### config.mk
export PLATFORM = sky130hd
export DESIGN_NAME = clock_display_mux
export DESIGN_NICKNAME = d
export VERILOG_FILES = /design/src/rtl/clock_display_pkg.sv /design/src/rtl/clock_display_mux_seg7_encoder.sv /design/src/rtl/clock_display_mux.sv
export SDC_FILE = /design/constraint.sdc
export NUM_CORES = 1
export LEC_CHECK = 0
export CAP_MARGIN = 20
export CORE_MARGIN = 4
export CORE_UTILIZATION = 25
export CTS_CLUSTER_DIAMETER = 120
export DETAILED_ROUTE_END_ITERATION = 8
export GPL_ROUTABILITY_DRIVEN = 0
export PLACE_DENSITY_LB_ADDON = 0.25
export SLEW_MARGIN = 20
export SYNTH_ARGS = -nofsm -noshare
export SYNTH_HDL_FRONTEND = slang
export SYNTH_SLANG_ARGS = --single-unit
### constraint.sdc
create_clock -name sys_clk -period 6.3 [get_ports sys_clk]
set_input_delay 1.575 -clock sys_clk [delete_from_list [all_inputs] [get_ports sys_clk]]
set_output_delay 1.575 -clock sys_clk [all_outputs]
set_load 0.02 [all_outputs]
### src/rtl/clock_display_pkg.sv
// Shared definitions for the clock display back end: segment codes,
// digit slot numbering, field limits and the binary-to-BCD helper.
package clock_display_pkg;

    // Active-low segment patterns, bit order {g,f,e,d,c,b,a}
    localparam logic [6:0] SEG_0     = 7'h40;
    localparam logic [6:0] SEG_1     = 7'h79;
    localparam logic [6:0] SEG_2     = 7'h24;
    localparam logic [6:0] SEG_3     = 7'h30;
    localparam logic [6:0] SEG_4     = 7'h19;
    localparam logic [6:0] SEG_5     = 7'h12;
    localparam logic [6:0] SEG_6     = 7'h02;
    localparam logic [6:0] SEG_7     = 7'h78;
    localparam logic [6:0] SEG_8     = 7'h00;
    localparam logic [6:0] SEG_9     = 7'h10;
    localparam logic [6:0] SEG_DASH  = 7'h3F;
    localparam logic [6:0] SEG_BLANK = 7'h7F;

    // Digit slot numbering, rightmost digit first
    localparam logic [2:0] IDX_SEC_UNITS  = 3'd0;
    localparam logic [2:0] IDX_SEC_TENS   = 3'd1;
    localparam logic [2:0] IDX_MIN_UNITS  = 3'd2;
    localparam logic [2:0] IDX_MIN_TENS   = 3'd3;
    localparam logic [2:0] IDX_HOUR_UNITS = 3'd4;
    localparam logic [2:0] IDX_HOUR_TENS  = 3'd5;

    // Largest legal value of each time field
    localparam logic [5:0] SEC_MAX  = 6'd59;
    localparam logic [5:0] MIN_MAX  = 6'd59;
    localparam logic [4:0] HOUR_MAX = 5'd23;

    // What the encoder should draw for the current digit
    typedef enum logic [1:0] {
        SEL_DIGIT,
        SEL_DASH,
        SEL_BLANK
    } seg_sel_t;

    typedef struct packed {
        logic [3:0] tens;
        logic [3:0] units;
    } bcd_t;

    // Split a 0..63 value into tens and units by subtracting 40, 20 and 10
    // in turn; after each step the remainder is below that weight.
    function automatic bcd_t bin_to_bcd(input logic [5:0] value);
        logic [5:0] rem;
        bcd_t       result;
        rem         = value;
        result.tens = 4'd0;
        if (rem >= 6'd40) begin
            rem         = rem - 6'd40;
            result.tens = result.tens + 4'd4;
        end
        if (rem >= 6'd20) begin
            rem         = rem - 6'd20;
            result.tens = result.tens + 4'd2;
        end
        if (rem >= 6'd10) begin
            rem         = rem - 6'd10;
            result.tens = result.tens + 4'd1;
        end
        result.units = rem[3:0];
        return result;
    endfunction

endpackage

### src/rtl/clock_display_mux_seg7_encoder.sv
// Combinational seven-segment encoder: one BCD digit, a dash or a blank.
module seg7_encoder
    import clock_display_pkg::*;
(
    input  logic [3:0] bcd,
    input  seg_sel_t   sel,
    output logic [6:0] seg_n
);

    // Look up the active-low pattern; non-decimal codes fall back to blank
    always_comb begin
        seg_n = SEG_BLANK;
        case (sel)
            SEL_DIGIT: begin
                case (bcd)
                    4'd0:    seg_n = SEG_0;
                    4'd1:    seg_n = SEG_1;
                    4'd2:    seg_n = SEG_2;
                    4'd3:    seg_n = SEG_3;
                    4'd4:    seg_n = SEG_4;
                    4'd5:    seg_n = SEG_5;
                    4'd6:    seg_n = SEG_6;
                    4'd7:    seg_n = SEG_7;
                    4'd8:    seg_n = SEG_8;
                    4'd9:    seg_n = SEG_9;
                    default: seg_n = SEG_BLANK;
                endcase
            end
            SEL_DASH:  seg_n = SEG_DASH;
            default:   seg_n = SEG_BLANK;
        endcase
    end

endmodule

### src/rtl/clock_display_mux.sv
// Six-digit multiplexed HH.MM.SS display driver. The time is frozen once per
// frame, each slot starts with a short all-off gap to avoid ghosting, and the
// separator points can blink on the 1 Hz enable. Outputs are registered.
module clock_display_mux
    import clock_display_pkg::*;
#(
    parameter int unsigned SCAN_DIV  = 1000,
    parameter int unsigned BLANK_CYC = 4,
    parameter bit          BLINK     = 1'b1
) (
    input  logic       sys_clk,
    input  logic       rst_n,
    input  logic       clk_1hz_en,
    input  logic [5:0] seconds,
    input  logic [5:0] minutes,
    input  logic [4:0] hours,
    output logic [5:0] an_n,
    output logic [6:0] seg_n,
    output logic       dp_n
);

    localparam logic [15:0] CNT_LAST   = 16'(SCAN_DIV - 1);
    localparam logic [15:0] BLANK_END  = 16'(BLANK_CYC);
    localparam logic        COLON_INIT = (BLINK == 1'b1) ? 1'b0 : 1'b1;

    logic [15:0] cnt;
    logic [2:0]  idx;
    logic [5:0]  snap_s;
    logic [5:0]  snap_m;
    logic [4:0]  snap_h;
    logic        colon;

    logic        slot_end;
    logic        frame_end;
    logic        anode_on;
    bcd_t        sec_bcd;
    bcd_t        min_bcd;
    bcd_t        hour_bcd;
    logic        sec_ok;
    logic        min_ok;
    logic        hour_ok;
    logic [3:0]  digit_bcd;
    seg_sel_t    digit_sel;
    logic [6:0]  digit_seg;
    logic [5:0]  an_next;
    logic        dp_next;

    function automatic seg_sel_t field_sel(input logic in_range);
        if (in_range) return SEL_DIGIT;
        return SEL_DASH;
    endfunction

    assign slot_end  = (cnt == CNT_LAST);
    assign frame_end = slot_end && (idx == IDX_HOUR_TENS);
    assign anode_on  = (cnt >= BLANK_END);

    // Prescaler counts out one slot, then the digit index moves on
    always_ff @(posedge sys_clk or negedge rst_n) begin
        if (!rst_n) begin
            cnt <= 16'd0;
            idx <= IDX_SEC_UNITS;
        end else if (slot_end) begin
            cnt <= 16'd0;
            idx <= (idx == IDX_HOUR_TENS) ? IDX_SEC_UNITS : idx + 3'd1;
        end else begin
            cnt <= cnt + 16'd1;
        end
    end

    // Freeze the time only at the frame wrap so a frame never mixes two values
    always_ff @(posedge sys_clk or negedge rst_n) begin
        if (!rst_n) begin
            snap_s <= 6'd0;
            snap_m <= 6'd0;
            snap_h <= 5'd0;
        end else if (frame_end) begin
            snap_s <= seconds;
            snap_m <= minutes;
            snap_h <= hours;
        end
    end

    // Separator state: toggles on the 1 Hz pulse, or stays lit without blink
    always_ff @(posedge sys_clk or negedge rst_n) begin
        if (!rst_n) begin
            colon <= COLON_INIT;
        end else if (BLINK == 1'b0) begin
            colon <= 1'b1;
        end else if (clk_1hz_en) begin
            colon <= ~colon;
        end
    end

    assign sec_bcd  = bin_to_bcd(snap_s);
    assign min_bcd  = bin_to_bcd(snap_m);
    assign hour_bcd = bin_to_bcd({1'b0, snap_h});
    assign sec_ok   = (snap_s <= SEC_MAX);
    assign min_ok   = (snap_m <= MIN_MAX);
    assign hour_ok  = (snap_h <= HOUR_MAX);

    // Pick the BCD digit for the current slot; a bad field dashes both digits
    always_comb begin
        digit_bcd = 4'd0;
        digit_sel = SEL_BLANK;
        case (idx)
            IDX_SEC_UNITS:  begin digit_bcd = sec_bcd.units;  digit_sel = field_sel(sec_ok);  end
            IDX_SEC_TENS:   begin digit_bcd = sec_bcd.tens;   digit_sel = field_sel(sec_ok);  end
            IDX_MIN_UNITS:  begin digit_bcd = min_bcd.units;  digit_sel = field_sel(min_ok);  end
            IDX_MIN_TENS:   begin digit_bcd = min_bcd.tens;   digit_sel = field_sel(min_ok);  end
            IDX_HOUR_UNITS: begin digit_bcd = hour_bcd.units; digit_sel = field_sel(hour_ok); end
            IDX_HOUR_TENS:  begin digit_bcd = hour_bcd.tens;  digit_sel = field_sel(hour_ok); end
            default:        begin digit_bcd = 4'd0;           digit_sel = SEL_BLANK;          end
        endcase
    end

    seg7_encoder u_encoder (
        .bcd   (digit_bcd),
        .sel   (digit_sel),
        .seg_n (digit_seg)
    );

    assign an_next = anode_on ? ~(6'd1 << idx) : 6'h3F;
    assign dp_next = ~(colon && anode_on &&
                       ((idx == IDX_MIN_UNITS) || (idx == IDX_HOUR_UNITS)));

    // Register all pad outputs so they change cleanly one cycle after cnt/idx
    always_ff @(posedge sys_clk or negedge rst_n) begin
        if (!rst_n) begin
            an_n  <= 6'h3F;
            seg_n <= SEG_BLANK;
            dp_n  <= 1'b1;
        end else begin
            an_n  <= an_next;
            seg_n <= digit_seg;
            dp_n  <= dp_next;
        end
    end

endmodule
* Word-level counts from Yosys, hierarchy flattened *
Memories as Yosys holds them, arrays and structs flattened.
Index checks and enable logic that the tools add are counted.

storage, ports and cells
  flip-flop bits (word level) = 51
  memory bits (read-only) = 112
  input port bits = 20
  output and inout bits = 14
  memories = 1

cells by class
  add/subtract/negate cells = 17
  magnitude comparators = 13
  eq/ne operators = 7
  shift-type cells = 1
  mux-type cells = 42
  bitwise logic cells = 3
  reduce and logical (&&, ||, !) cells = 6

memories
  name             depth  bits a word  rd ports  clocked after Yosys merged registers in  write ports  line                                  text
  (no name shown)  16     7            1         0                                        0            clock_display_mux_seg7_encoder.sv:15  case (bcd)

operator list
  operator                                               number
  two-way mux 6 bit                                      7
  two-way mux 4 bit                                      9
  case mux 4 bit (6 select lines)                        1
  >= comparator 6 x 4 -> 1 bit, second input constant    3
  >= comparator 6 x 5 -> 1 bit, second input constant    3
  two-way mux 2 bit                                      9
  subtractor 6 x 5 -> 6 bit, second input constant       3
  adder 16 x 1 -> 16 bit, second input constant          1
  equality test 16 x 10 -> 1 bit, second input constant  1
  >= comparator 16 x 3 -> 1 bit, second input constant   1
  two-way mux 16 bit                                     1
  case mux 7 bit (2 select lines)                        1
  adder 4 x 1 -> 4 bit, second input constant            3
  adder 4 x 2 -> 4 bit, second input constant            3
  >= comparator 6 bit, second input constant             2
  less-or-equal comparator 6 bit, second input constant  2
  two-way mux 3 bit                                      4
  case mux 2 bit (6 select lines)                        1
  subtractor 4 bit, second input constant                3
  subtractor 6 bit, second input constant                2
  two-way mux 1 bit                                      9
  equality test 3 x 2 -> 1 bit, second input constant    2
  equality test 3 bit, second input constant             2
  >= comparator 5 x 6 -> 1 bit, second input constant    1
  other kinds (12)                                       15

* Depth between registers and ports, before layout *
Gate-level depths: netlist of the first run.
An unclocked memory read counts as a cell.

  depth in word-level cells = 9
  gate-level depth with buffers = 17
  depth with buffers taken out = 15

* Hierarchy *
A second synthesis of the first run with hierarchy kept.

unflattened totals
  cell total of the unflattened synthesis = 324
  area total of the unflattened synthesis = 3196.8 sq um

modules (own cells, without submodules)
  module             instances  cells each  area an instance (sq um)  seq. area each (sq um)
  clock_display_mux  1          291         2951.6                    1293.7
  seg7_encoder       1          33          245.2                     0.0

* Least setup slack after synthesis of the first run *
Ideal clock, no wire load.

  path type = register to register
  from = register snap_s[4]
  to = register seg_n[4]
  library setup time = 0.084 ns
  arrival time = 3.404 ns
  data required time = 6.216 ns
  setup slack = 2.812 ns
  cell stages (with the launch flop) = 18
  path buffers = 2
  cell sequence = dfrtp_1 > buf_6 > nor2b_1 > a21oi_1 > ha_1 > o21ba_1 > a221oi_2 > o21ai_0 > and2b_1 > ha_1 > inv_1 > o21a_1 > a221o_1 > o211ai_2 > and2_1 > buf_6 > nand2_1 > a221o_1

between the ends
  longest elaborated chain between the ends = 9
  elaborated cells between the ends (all ways) = 26
  those cells by class = add/sub (5); order compare (4); eq/ne (1); mux (14); reduce/logical (1); memory (1)

RTL lines
  item                                                        line                                              text
  from (decl)                                                 clock_display_mux.sv:28                           logic [5:0] snap_s;
  from (signal assigned)                                      clock_display_mux.sv:77                           snap_s <= seconds;
  subtractor 6 bit or >= comparator 6 bit (tied branches)     clock_display_pkg.sv:52, clock_display_pkg.sv:51
  two-way mux 6 bit or two-way mux 3 bit (tied branches)      clock_display_pkg.sv:51                           if (rem >= 6'd40) begin
  subtractor 6 x 5 -> 6 bit, or another cell as far along     clock_display_pkg.sv:56                           rem = rem - 6'd20;
  two-way mux 6 bit or two-way mux 4 bit (tied branches)      clock_display_pkg.sv:55                           if (rem >= 6'd20) begin
  >= comparator 6 x 4 -> 1 bit, or another cell as far along  clock_display_pkg.sv:59                           if (rem >= 6'd10) begin
  two-way mux 4 bit                                           clock_display_pkg.sv:59
  case mux 4 bit (6 select lines)                             clock_display_mux.sv:105                          case (idx)
  memory read (16 x 7 bit)                                    -
  case mux 7 bit (2 select lines) *                           clock_display_mux_seg7_encoder.sv:13              case (sel)
  net digit_seg[4]                                            clock_display_mux.sv:44                           logic [6:0] digit_seg;
  to (signal assigned)                                        clock_display_mux.sv:134                          seg_n <= digit_seg;
  to (decl)                                                   clock_display_mux.sv:18                           output logic [6:0] seg_n,

The timed path passes the listed nets; every way through them passes the cells marked *. The select of a mux whose other input is x is not followed.
A chain may end at the register's enable or synchronous reset.

* Worst setup path after layout of the first run *
  from = register snap_s[5]
  to = register seg_n[6]

The elaborated chain is that of the path after synthesis.

==> results of run 1 <==
-- cell usage after synthesis (all sizes together), types with 4 or more instances --
library cell  number
dfrtp             37
nor2              26
nand2             25
inv               24
o21ai             20
ha                18
mux2              17
nor2b             15
a21oi             14
dfstp             14
buf               13
nand3             11
xor2              11
nand4              8
clkbuf             7
nand2b             7
and2               6
mux2i              6
xnor2              6
a21boi             5
nor3               5
o211ai             5
a211oi             4
-- power breakdown --
group | internal (mW) | switching [mW]
logic | 0.103 | 0.117
clock network | 0.160 | 0.127
registers | 0.364 | 0.0213
-- state kept, by name (all words and copies together), names as in the netlist --
name,cells
colon,1
idx,3
snap_h,5
dp_n,1
snap_s,6
snap_m,6
seg_n,7
an_n,6
cnt,16
-- routing by layer --
layer / routed length [um] / track usage [%]
met3: 220 / 1.46
met1: 3650 / 12.7
met2: 4100 / 18.6
met5: 0 / 0
met4: 150 / 3.34
-- area by class of cell --
| type | instances | share of cell area (%) |
|---|---|---|
| clock buffers | 7 | 3.44 |
| clock inverters | 1 | 0.211 |
| inverters | 24 | 2.17 |
| multi-input cells | 277 | 49.5 |
| flip-flops and latches | 51 | 31.2 |
| well taps | 180 | 5.43 |
| repair buffers | 34 | 8.02 |
-- cells by family (layout without fill, tap and decap cells) --
| kind of cell | Yosys count | after routing | synth area share (%) |
|---|---|---|---|
| XOR/XNOR | 17 | 17 | 4.20 |
| AO/OA/AOI/OAI | 92 | 92 | 20.3 |
| AND/OR/NAND/NOR | 127 | 127 | 19.8 |
| adder cells (fa/ha/maj) | 18 | 18 | 6.35 |
| flip-flops | 51 | 51 | 36.5 |
| buffers and inverters | 44 | 66 | 5.78 |
| multiplexers | 23 | 23 | 7.09 |
-- worst max-delay path, stage by stage (launching register included) --
cell and delay, ns:
dfrtp_1 0.66, nor2b_1 0.12, a21oi_1 0.14, ha_1 0.27, o21ba_1 0.20, a221oi_2 0.26, o21ai_0 0.18, and2b_1 0.20
ha_1 0.28, inv_1 0.07, o21a_1 0.17, a221o_1 0.33, o211ai_2 0.21, and2_1 0.27, a211oi_1 0.11, o31ai_1 0.30
-- path summary, 6_finish.rpt --
path	startpoint	slack (ns)	cells after the start	endpoint
worst max-delay path	snap_s[5]	2.43	15	seg_n[6]
worst min-delay path	cnt[15]	0.49	1	cnt[15]
worst max register to register	snap_s[5]	2.43	15	seg_n[6]
worst min register to register	cnt[15]	0.49	1	cnt[15]
max in group asynchronous	rst_n	4.45	2	snap_m[1]
min in group asynchronous	rst_n	1.41	2	idx[2]
-- through the flow --
step / std cells / util [%] / area (um2) / setup slack [ns]
after CTS: 574 / 29.9 / 4150 / 2.45
after floorplan: 372 / - / 3550 / 2.81
after global placement: 566 / 28.8 / 4000 / 2.59
final: 574 / 29.9 / 4150 / 2.43
after detailed placement: 566 / 28.8 / 4000 / 2.48
after global routing: 574 / 29.9 / 4150 / 2.01
==> summary by stage, run 1 <==
Timing
The slew at the pin with the worst max-slew slack is 0.999 ns. Final hold analysis gives a worst-case slack of 0.489 ns. The final setup violation count is 0. Setup repair after global routing left no endpoint under its margin. The final critical path takes up 61.5% of the cycle. The maximum frequency from static timing analysis is 258 MHz. The number of pins with negative max-slew slack in the final report is 0. The number of endpoints with negative hold slack in the final report is 0.

The maximum clock skew at final layout is roughly 0.0084 ns. The headroom to the max-slew limit is 33.2%. In the final timing run, aggregate negative setup slack is 0 ns. The minimum clock period after layout is slightly below 4 ns.

CTS
The number of gates given a new drive strength after cts is 0. The clock tree synthesis step divided the H-tree into 2 levels. The cell at the root of the clock tree is clkbuf_16. In this run the post-CTS setup repair buffer count came out at 0. The clock reaches the later pin of the worst-skew pair after 0.30 ns. After clock tree synthesis, the clock-pin slew on the worst setup and hold paths is 0.07 ns. After clock tree synthesis, the flow added hold-fix buffers numbering 0. The clock buffer count from CTS is 5. The TritonCTS sink count is 51. TritonCTS built the clock tree. The deepest clock path buffer count is 2.

Synthesis
A synthesized cell averages 9.54 um2. For this run, the leading register cell type out of synthesis is dfrtp_1. The biggest area contributor in the post-synthesis netlist is dfrtp_1. The gate count after technology mapping is 372.

Of the post-synthesis cell area, the dominant cell type holds a little over a quarter. The synthesized cell area is 3550 um2. Counting flops and latches in the post-synthesis netlist gives 51.

The part of the Yosys area used for sequential elements is between 30% and 40%. When the netlist entered floorplanning its net count stood at 410. The fraction of registers with async set or reset after synthesis is between 90% and 100%. Yosys printed 0 warnings. The netlist uses 81 different library cells. Counting flops with a built-in enable in the synthesized netlist gives 0.

By area the synthesized netlist is led by dfrtp_1 26%, dfstp_2 10%, ha_1 6.3%, mux2_2 5.4%, nor2_1 2.8%.

Cells and area
The area used by sequential logic in the layout is about 1300 um2. The net count reported at finish is 431. The area overhead of the layout relative to synthesis is 16.9%. The share of final-layout standard cells stronger than drive strength 1 is between 10 and 15%.

0 antenna diodes ended up in the layout. The library cell used most frequently in the layout, excluding fill and tap cells, is dfrtp_1. The multi-input combinational cells in the finished layout cover a total of 2050 um2. In the layout the commonest cells are 37 x dfrtp_1, 32 x clkdlybuf4s50_1, 26 x nor2_1. The number of inserted filler cells in the final layout is 1442.

Global routing
The initial antenna violation count was 0. The via count of the first global-routing pass is 2846. The pin count of the biggest net entering global routing is 52. Across every metal layer, demand over resource in global routing totals 10.4%.

The first global-routing pass estimated 13800 um of wire. The total overflow reported by the global router is 0.

Detailed routing
Dividing the detail-routed wire length by the instance count gives 14.1 um. The detailed router finished its first iteration with 136 violations. The number of design rule violations left after detail routing is 0.

The ratio of routed vias to standard cells is 4.96. The vias after detailed routing is 2849. The residual antenna-violating net count after detailed routing is 0. The final layout contains routed wiring with a total length of 8120 um. The first detailed-routing pass ran for 4 iterations.

Floorplanning
The core box area is approximately 14000 um2. The boundary pin count is 34. The initial utilization of the core area, before any placement, comes to between 20% and 30%. The die footprint is 16200 um2. In this run the vertical extent of the chip is 127 um. The die width is roughly 130 um. In this run the core area contains 43 standard-cell rows.

Pwr
In this run the static leakage power is 1.69 nW. VDD sags by at most 105 uV. The total power draw is 893 uW. The power density over cell area is between 200 and 250 nW/um2.

Critical path
The arrival time of data at the critical path endpoint is 4.07 ns. The highest fanout seen on the critical path is 18. STA classifies the critical path endpoint as a register. The critical path start-end classification is register to register.

The worst setup path is launched from a register. STA puts the critical path data required time at 6.50 ns.

Placement
Detailed placement finished with a half-perimeter wire length of just under 6000 um. Buffers placed on the I/O ports in this run total 33.

Hold path
The class of the most critical hold timing path is register to register.

Run
The reported max-cap violation count is 0.

Run status
The run finished with clean final reports.
Note: power is estimated with default switching activity, not from simulation.
==> run 2: changes to the inputs <==
==> constraint.sdc (replaced) <==
create_clock -name sys_clk -period 3.2 [get_ports sys_clk]
set_input_delay 0.8 -clock sys_clk [delete_from_list [all_inputs] [get_ports sys_clk]]
set_output_delay 0.8 -clock sys_clk [all_outputs]
set_load 0.02 [all_outputs]
==> run 2 against run 1 <==
  * The run now ends with setup timing left
  * First-iteration DRC count down 27%
  * Utilization up 3.6 points
  * Final area up 12%
  * Clock skew down 0.0021 ns
  * Power up 120%
  * Clock power up 120%
  * Combinational power rose to 2.5 times the previous value
  * Final cell count up 8.0%
  * Sequential share of layout area down 3.3 points
  * Largest cell class unchanged
  * Highest routed layer unchanged
==> summary by stage, run 2 (synthesis results as in run 1) <==
Floorplanning
For this design the top-level I/O count stands at 34. In this run the core area contains 43 standard-cell rows. The die width is 127 um. The initial utilization of the core area, before any placement, comes to 25.6%. The floorplan step defined a die boundary enclosing 16200 um2. The height of the chip is about 130 um.

The core box area is between 10000 and 15000 um2.

Critical path
The data required time at the worst endpoint is 3.42 ns. The startpoint kind of the worst setup timing path is a register. In this run the worst path has a maximum fanout of 4.

Data on the critical path arrives at its endpoint at approximately 3.5 ns. The critical path is of the register to register type. STA classifies the critical path endpoint as a register.

Global routing
The initial antenna violation count is 0. The first global-routing pass estimated 14600 um of wire. Summed over all layers, the global routing overflow is 0. The via count of the first global-routing pass is 3006. The total routing usage reported by global routing is 10.8%.

Entering global routing, the biggest net connects 34 pins.

Timing
Between clock sinks in the finished design, the worst skew comes to around 0.0063 ns. The worst path in the final design needs a cycle of 3.23 ns, including I/O delays and setup. Setup repair after global routing could not meet its margin everywhere. The final critical path takes up 101% of the cycle. The final worst-path setup slack is -0.0270 ns. For this run, the top clock speed supported by timing is 310 MHz.

The number of endpoints with negative hold slack in the final report was 0. At the pin with the least slew margin, the transition time is 0.472 ns. The worst pin sits at a relative slew slack of approximately two thirds. The final setup violation count is 1.

The number of pins with negative max-slew slack in the final report is 0.

Cells and area
The commonest non-fill, non-tap cell in the layout is buf_4. More flip-flops sit in one register than any other, and that register is cnt. The final instance count without filler cells is 620.

The largest registers in the layout are cnt (16), seg_n (7). For this run, the post-layout net count is 477. The diode insertion count for antenna repair is 0. Cells fill 33.4% of the core in the end. The number of inserted filler cells in the final layout is about 1400. The register with the most flip-flops in the layout has 16 of them. In the final layout, the share of cells above drive strength 1 is 28.2%. Leaving out fill and tap cells, the most frequent cells in the layout are 45 x buf_4, 36 x dfrtp_1, 32 x clkdlybuf4s50_1. Relative to the synthesized area, the layout overhead comes to 30.8%.

Detailed routing
The final routed wirelength across all metal layers is between 8000 and 9000 um. After detailed routing, the average wire length per cell comes to 13.7 um. The first routing iteration left 99 violations.

After detailed routing, the number of remaining DRC violations is 0. Detailed routing inserted a total of 2999 vias. The ratio of routed vias to standard cells is approximately 4.8.

The detailed-routing iteration count for the pre-antenna-repair pass is 4. The residual antenna-violating net count after detailed routing is 0.

CTS
The deepest clock path buffer count is 2. The number of hold buffers added after CTS is 0. The cell at the root of the clock tree is clkbuf_16. The clock edge transition at the registers on the reported setup and hold paths is 0.08 ns. The TritonCTS clock tree is built. The H-tree depth reported by CTS is 2. The TritonCTS sink count is 51. The clock insertion delay at the later pin of the skew report is 0.30 ns.

The clock buffer count from CTS is 5.

Pwr
Of the total power, the share spent switching nets is 29.3%. The total power draw is 1.94 mW. The relative contribution of combinational cells to total power is 28.5%. In this run the power density over the cells is 418 nW/um2. The reported net switching power is 569 uW. The worst IR drop on VDD is 239 uV. The cell leakage power is about 2 nW.

The internal power contribution is 1.37 mW. The clock network accounts for between 30% and 40% of the total power. Per report_power, the sequential group accounts for roughly two fifths of the total.

Placement
The estimated wirelength of the detail-placed design is roughly 6400 um. The total instance count after detailed placement is 601. OpenSTA, run right after detailed placement, puts the worst setup slack at -0.109 ns.

The count of buffers added on input and output ports is 33.

Hold path
The tightest min-delay check is of the register to register type.

Run status
The flow ran to the end, but the final reports show violations. The checks that failed: setup timing.

Run
The reported max-cap violation count is 0.
[run 2: routing by layer]
layer | track usage, % | routed length, um | vias to the layer above
met5 | 0 | 0 | -
met1 | 13.7 | 3900 | 1468
met4 | 3.28 | 111 | 0
li1 | - | - | 1480
met2 | 19.3 | 4370 | 41
met3 | 1.30 | 135 | 10
[run 2: path summary, 6_finish.rpt]
check | startpoint | to | slack (ns) | cells past startpoint
min in group asynchronous | rst_n | snap_s[0] | 0.47 | 2
setup reg to reg | snap_s[3] | seg_n[4] | -0.03 | 16
hold / removal | colon | dp_n | 0.46 | 1
max in group asynchronous | rst_n | seg_n[2] | 2.32 | 2
hold reg to reg | colon | dp_n | 0.46 | 1
setup / recovery | snap_s[3] | seg_n[4] | -0.03 | 16
[run 2: final cells by class]
type	instances	area (um2)	area share [%]
Clock buffer	5	125	2.70
Clock inverter	3	47.5	1.02
Sequential cell	51	1290	27.9
Multi-Input combinational cell	277	2170	46.8
Tap cell	180	225	4.85
Inverter	24	92.6	1.99
Timing Repair Buffer	80	686	14.8
[run 2: timing repair]
item,in CTS,in global routing
resized for setup,3,21
pin swaps,2,6
endpoints found under the setup margin,7,7
buffers inserted,7,4
[run 2: per-stage QoR]
step,setup TNS (ns),area [um2],hold slack [ns]
3_3_place_gp,-0.0374,4280,0.453
5_1_grt,-1.10,4640,0.489
3_5_place_dp,-0.445,4280,0.459
4_1_cts,-0.103,4520,0.472
2_1_floorplan,-0.273,3580,0.432
6_report,-0.0270,4640,0.463
[run 2: worst max-delay path, stage by stage (launching register included)]
cell,delay (ns)
dfrtp_1,0.40
buf_6,0.12
nor2b_4,0.03
a21oi_2,0.11
ha_2,0.18
o21ba_4,0.16
a221oi_4,0.27
o21ai_2,0.09
and2b_1,0.19
ha_4,0.29
inv_4,0.04
o21a_1,0.16
a221o_1,0.33
o211ai_2,0.19
and2_4,0.20
nand2_1,0.06
a221o_1,0.33
[run 2: power by group through the flow]
| stage | registers, mW | clock network, mW | logic (mW) |
|---|---|---|---|
| after global placement | 0.761 | 0 | 0.495 |
| after detailed placement | 0.761 | 0 | 0.503 |
| final | 0.747 | 0.641 | 0.554 |
| after CTS | 0.749 | 0.666 | 0.519 |
| after global routing | 0.756 | 0.683 | 0.606 |
| after floorplan | 0.796 | 0 | 0.269 |
==> run 3: changes to the inputs <==
--- a/config.mk
+++ b/config.mk
@@ -7,7 +7,7 @@
 export LEC_CHECK = 0
 export CAP_MARGIN = 20
 export CORE_MARGIN = 4
-export CORE_UTILIZATION = 25
+export CORE_UTILIZATION = 52
 export CTS_CLUSTER_DIAMETER = 120
 export DETAILED_ROUTE_END_ITERATION = 8
 export GPL_ROUTABILITY_DRIVEN = 0
==> run 3 against run 2 <==
  * The run still ends with setup timing left
  * Sequential power shrank 0.5%
  * Final cell count decreased by 18%
  * Combinational power about the same
  * Wire length is 7.2% lower
  * Die area decreased by 49%
  * Power fell by 13%
  * Final area is 5.7% lower
  * Hold slack worse by 0.13 ns
  * Fmax barely moved
  * Critical path type unchanged
  * Largest cell class unchanged
==> summary by stage, run 3 (synthesis results as in run 1) <==
Cells and area
From synthesis to final layout, the design area changed by 23.3%. The final instance count without filler cells is 508. The final cell area excluding filler cells is 4380 um2. The diode insertion count for antenna repair is 0. The library cell used most frequently in the layout, excluding fill and tap cells, is buf_4. cnt holds more flip-flops than any other register. The largest registers in the layout are cnt (16), seg_n (7).

The share of final-layout standard cells stronger than drive strength 1 is 27.4%. In the layout the commonest cells are 37 x buf_4, 36 x dfrtp_1, 32 x clkdlybuf4s50_1. The flip-flop count of the largest register after layout is 16. The net count reported at finish is between 400 and 500.

Critical path
The start of the worst register-to-register path is snap_s[4]. For the worst setup path, the data arrival time is 3.47 ns. The worst setup path startpoint is snap_s[4]. The worst setup path is of the register to register kind.

The data required time at the worst endpoint is 3.44 ns. Of all nets on the critical path, the largest fanout is 4. STA classifies the critical path endpoint as a register. STA classifies the critical path startpoint as a register.

Global routing
The first-pass GRT wire length is 13600 um. The total overflow reported by the global router is 0. The initial antenna violation count came to 0.

In the global route stage, overall resource usage came out at 19.7%. Entering global routing, the biggest net connects between 40 and 50 pins. The via count of the first global-routing pass is ~3000.

Pwr
For this design the static power due to leakage is 1.86 nW. The power density over cell area is between 300 and 400 nW/um2. The total power draw is between 1.5 and 2 mW. The worst IR drop on VDD is between 200 and 250 uV.

Detailed routing
After the first detailed-routing iteration, the DRC count stood at ~290. The final layout contains routed wiring with a total length of 7900 um. Using the TritonRoute via totals, the vias-per-cell ratio works out to 5.88. The number of design rule violations left after detail routing is 0. The wire length per cell after detailed routing is between 15 and 20 um.

The residual antenna-violating net count after detailed routing is 0. The detailed-routing iteration count for the pre-antenna-repair pass is 6. Across all layers, the routed design uses 2986 vias.

CTS
The TritonCTS sink count is 51. Buffers inserted during clock tree synthesis total 5. The number of hold buffers added after CTS is 0.

The deepest clock path buffer count is 2. In this run the clock root is driven by a clkbuf_8. TritonCTS built the clock tree. The H-tree depth reported by CTS is 2. The clock edge transition at the registers on the reported setup and hold paths is 0.10 ns. The clock insertion delay at the later pin of the skew report is 0.32 ns.

Floorplanning
The boundary pin count is 34. The height of the chip is 90.6 um. The floorplan step defined a die boundary enclosing 8210 um2. The core box area is 6490 um2. The count of standard-cell rows is 29.

The die is 90.6 um wide. The starting utilization of the core area is between 50% and 60%.

Timing
The worst path in the final design needs a cycle of 3.23 ns, including I/O delays and setup. Based on the critical path, the design can be clocked at up to 310 MHz. The period utilization is 101%.

Once routing completed, OpenROAD measured the worst setup slack at -0.0282 ns. The maximum clock skew at final layout is 0.00967 ns. Setup repair after global routing could not meet its margin everywhere.

The headroom to the max-slew limit is around 64%. The final setup violation count is 3. The number of endpoints with negative hold slack in the final report was 0. The slew at the pin with the worst max-slew slack is 0.537 ns. Summed over all failing endpoints, the final setup total negative slack is -0.0620 ns. The number of pins with negative max-slew slack in the final report came to 0.

Placement
Including well taps, the total number of placed cells is 492. The number of port buffers is 33. Summed over all nets, the half-perimeter wirelength after detailed placement is between 5000 and 6000 um. Summing all placed instances gives a cell area of 4110 um2. OpenSTA, run right after detailed placement, puts the worst setup slack at -0.0860 ns.

Run status
The final reports fail on setup timing. The flow ran to the end, but the final reports show violations.

Hold path
The tightest min-delay check is of the primary input to async pin type.

Run
Across the run, the number of max-cap violations was 0.
[run 3: layout make-up]
type                    instances  area, um2
multi-input cells             277       2180
fillers                       514       2120
flip-flops and latches         51       1290
repair buffers                 71        614
well taps                      77       96.3
inverters                      24       90.1
clock buffers                   5       68.8
clock inverters                 3       27.5
[run 3: metal layers]
metal | global-route usage (%) | vias to the layer above | wire, um
met5 | 0 | - | 0
met4 | 5.74 | 0 | 157
met3 | 3.50 | 22 | 266
met2 | 34.5 | 62 | 3980
met1 | 24.7 | 1442 | 3490
li1 | - | 1460 | -
[run 3: repair_timing]
action / CTS / global route
endpoints found under the setup margin: 7 / 7
hold endpoints to repair: 0 / 0
setup buffers: 7 / 1
pin swaps: 3 / 10
resized for setup: 7 / 17
[run 3: worst paths after layout]
path / to / slack [ns] / depth (start not counted)
max in group asynchronous: snap_s[5] / 2.08 / 2
hold reg to reg: dp_n / 0.47 / 1
setup / recovery: seg_n[4] / -0.03 / 15
min in group sys_clk: dp_n / 0.47 / 1
hold / removal: snap_s[2] / 0.33 / 1
setup reg to reg: seg_n[4] / -0.03 / 15
[run 3: power breakdown]
group | internal (mW) | switching, mW | total (mW)
Combinational | 0.275 | 0.276 | 0.551
Clock | 0.161 | 0.239 | 0.400
Sequential | 0.716 | 0.0269 | 0.743
[run 3: metrics by stage]
| step | hold WS (ns) | utilization [%] |
|---|---|---|
| 3_3_place_gp | 0.453 | 63.3 |
| 3_5_place_dp | 0.456 | 63.3 |
| 6_report | 0.329 | 67.4 |
| 4_1_cts | 0.332 | 65.9 |
| 5_1_grt | 0.330 | 67.4 |
| 2_1_floorplan | 0.432 | - |
[run 3: critical path, stage by stage, from the launching register on]
cell and delay (ns):
dfrtp_1 0.42, nor2b_4 0.15, a21oi_2 0.14, ha_2 0.19, o21ba_4 0.16, a221oi_4 0.25
o21ai_2 0.09, and2b_1 0.19, ha_4 0.27, inv_2 0.04, o21a_1 0.16, a221o_1 0.33
o211ai_2 0.20, buf_4 0.16, nand3_1 0.10, a221o_1 0.31
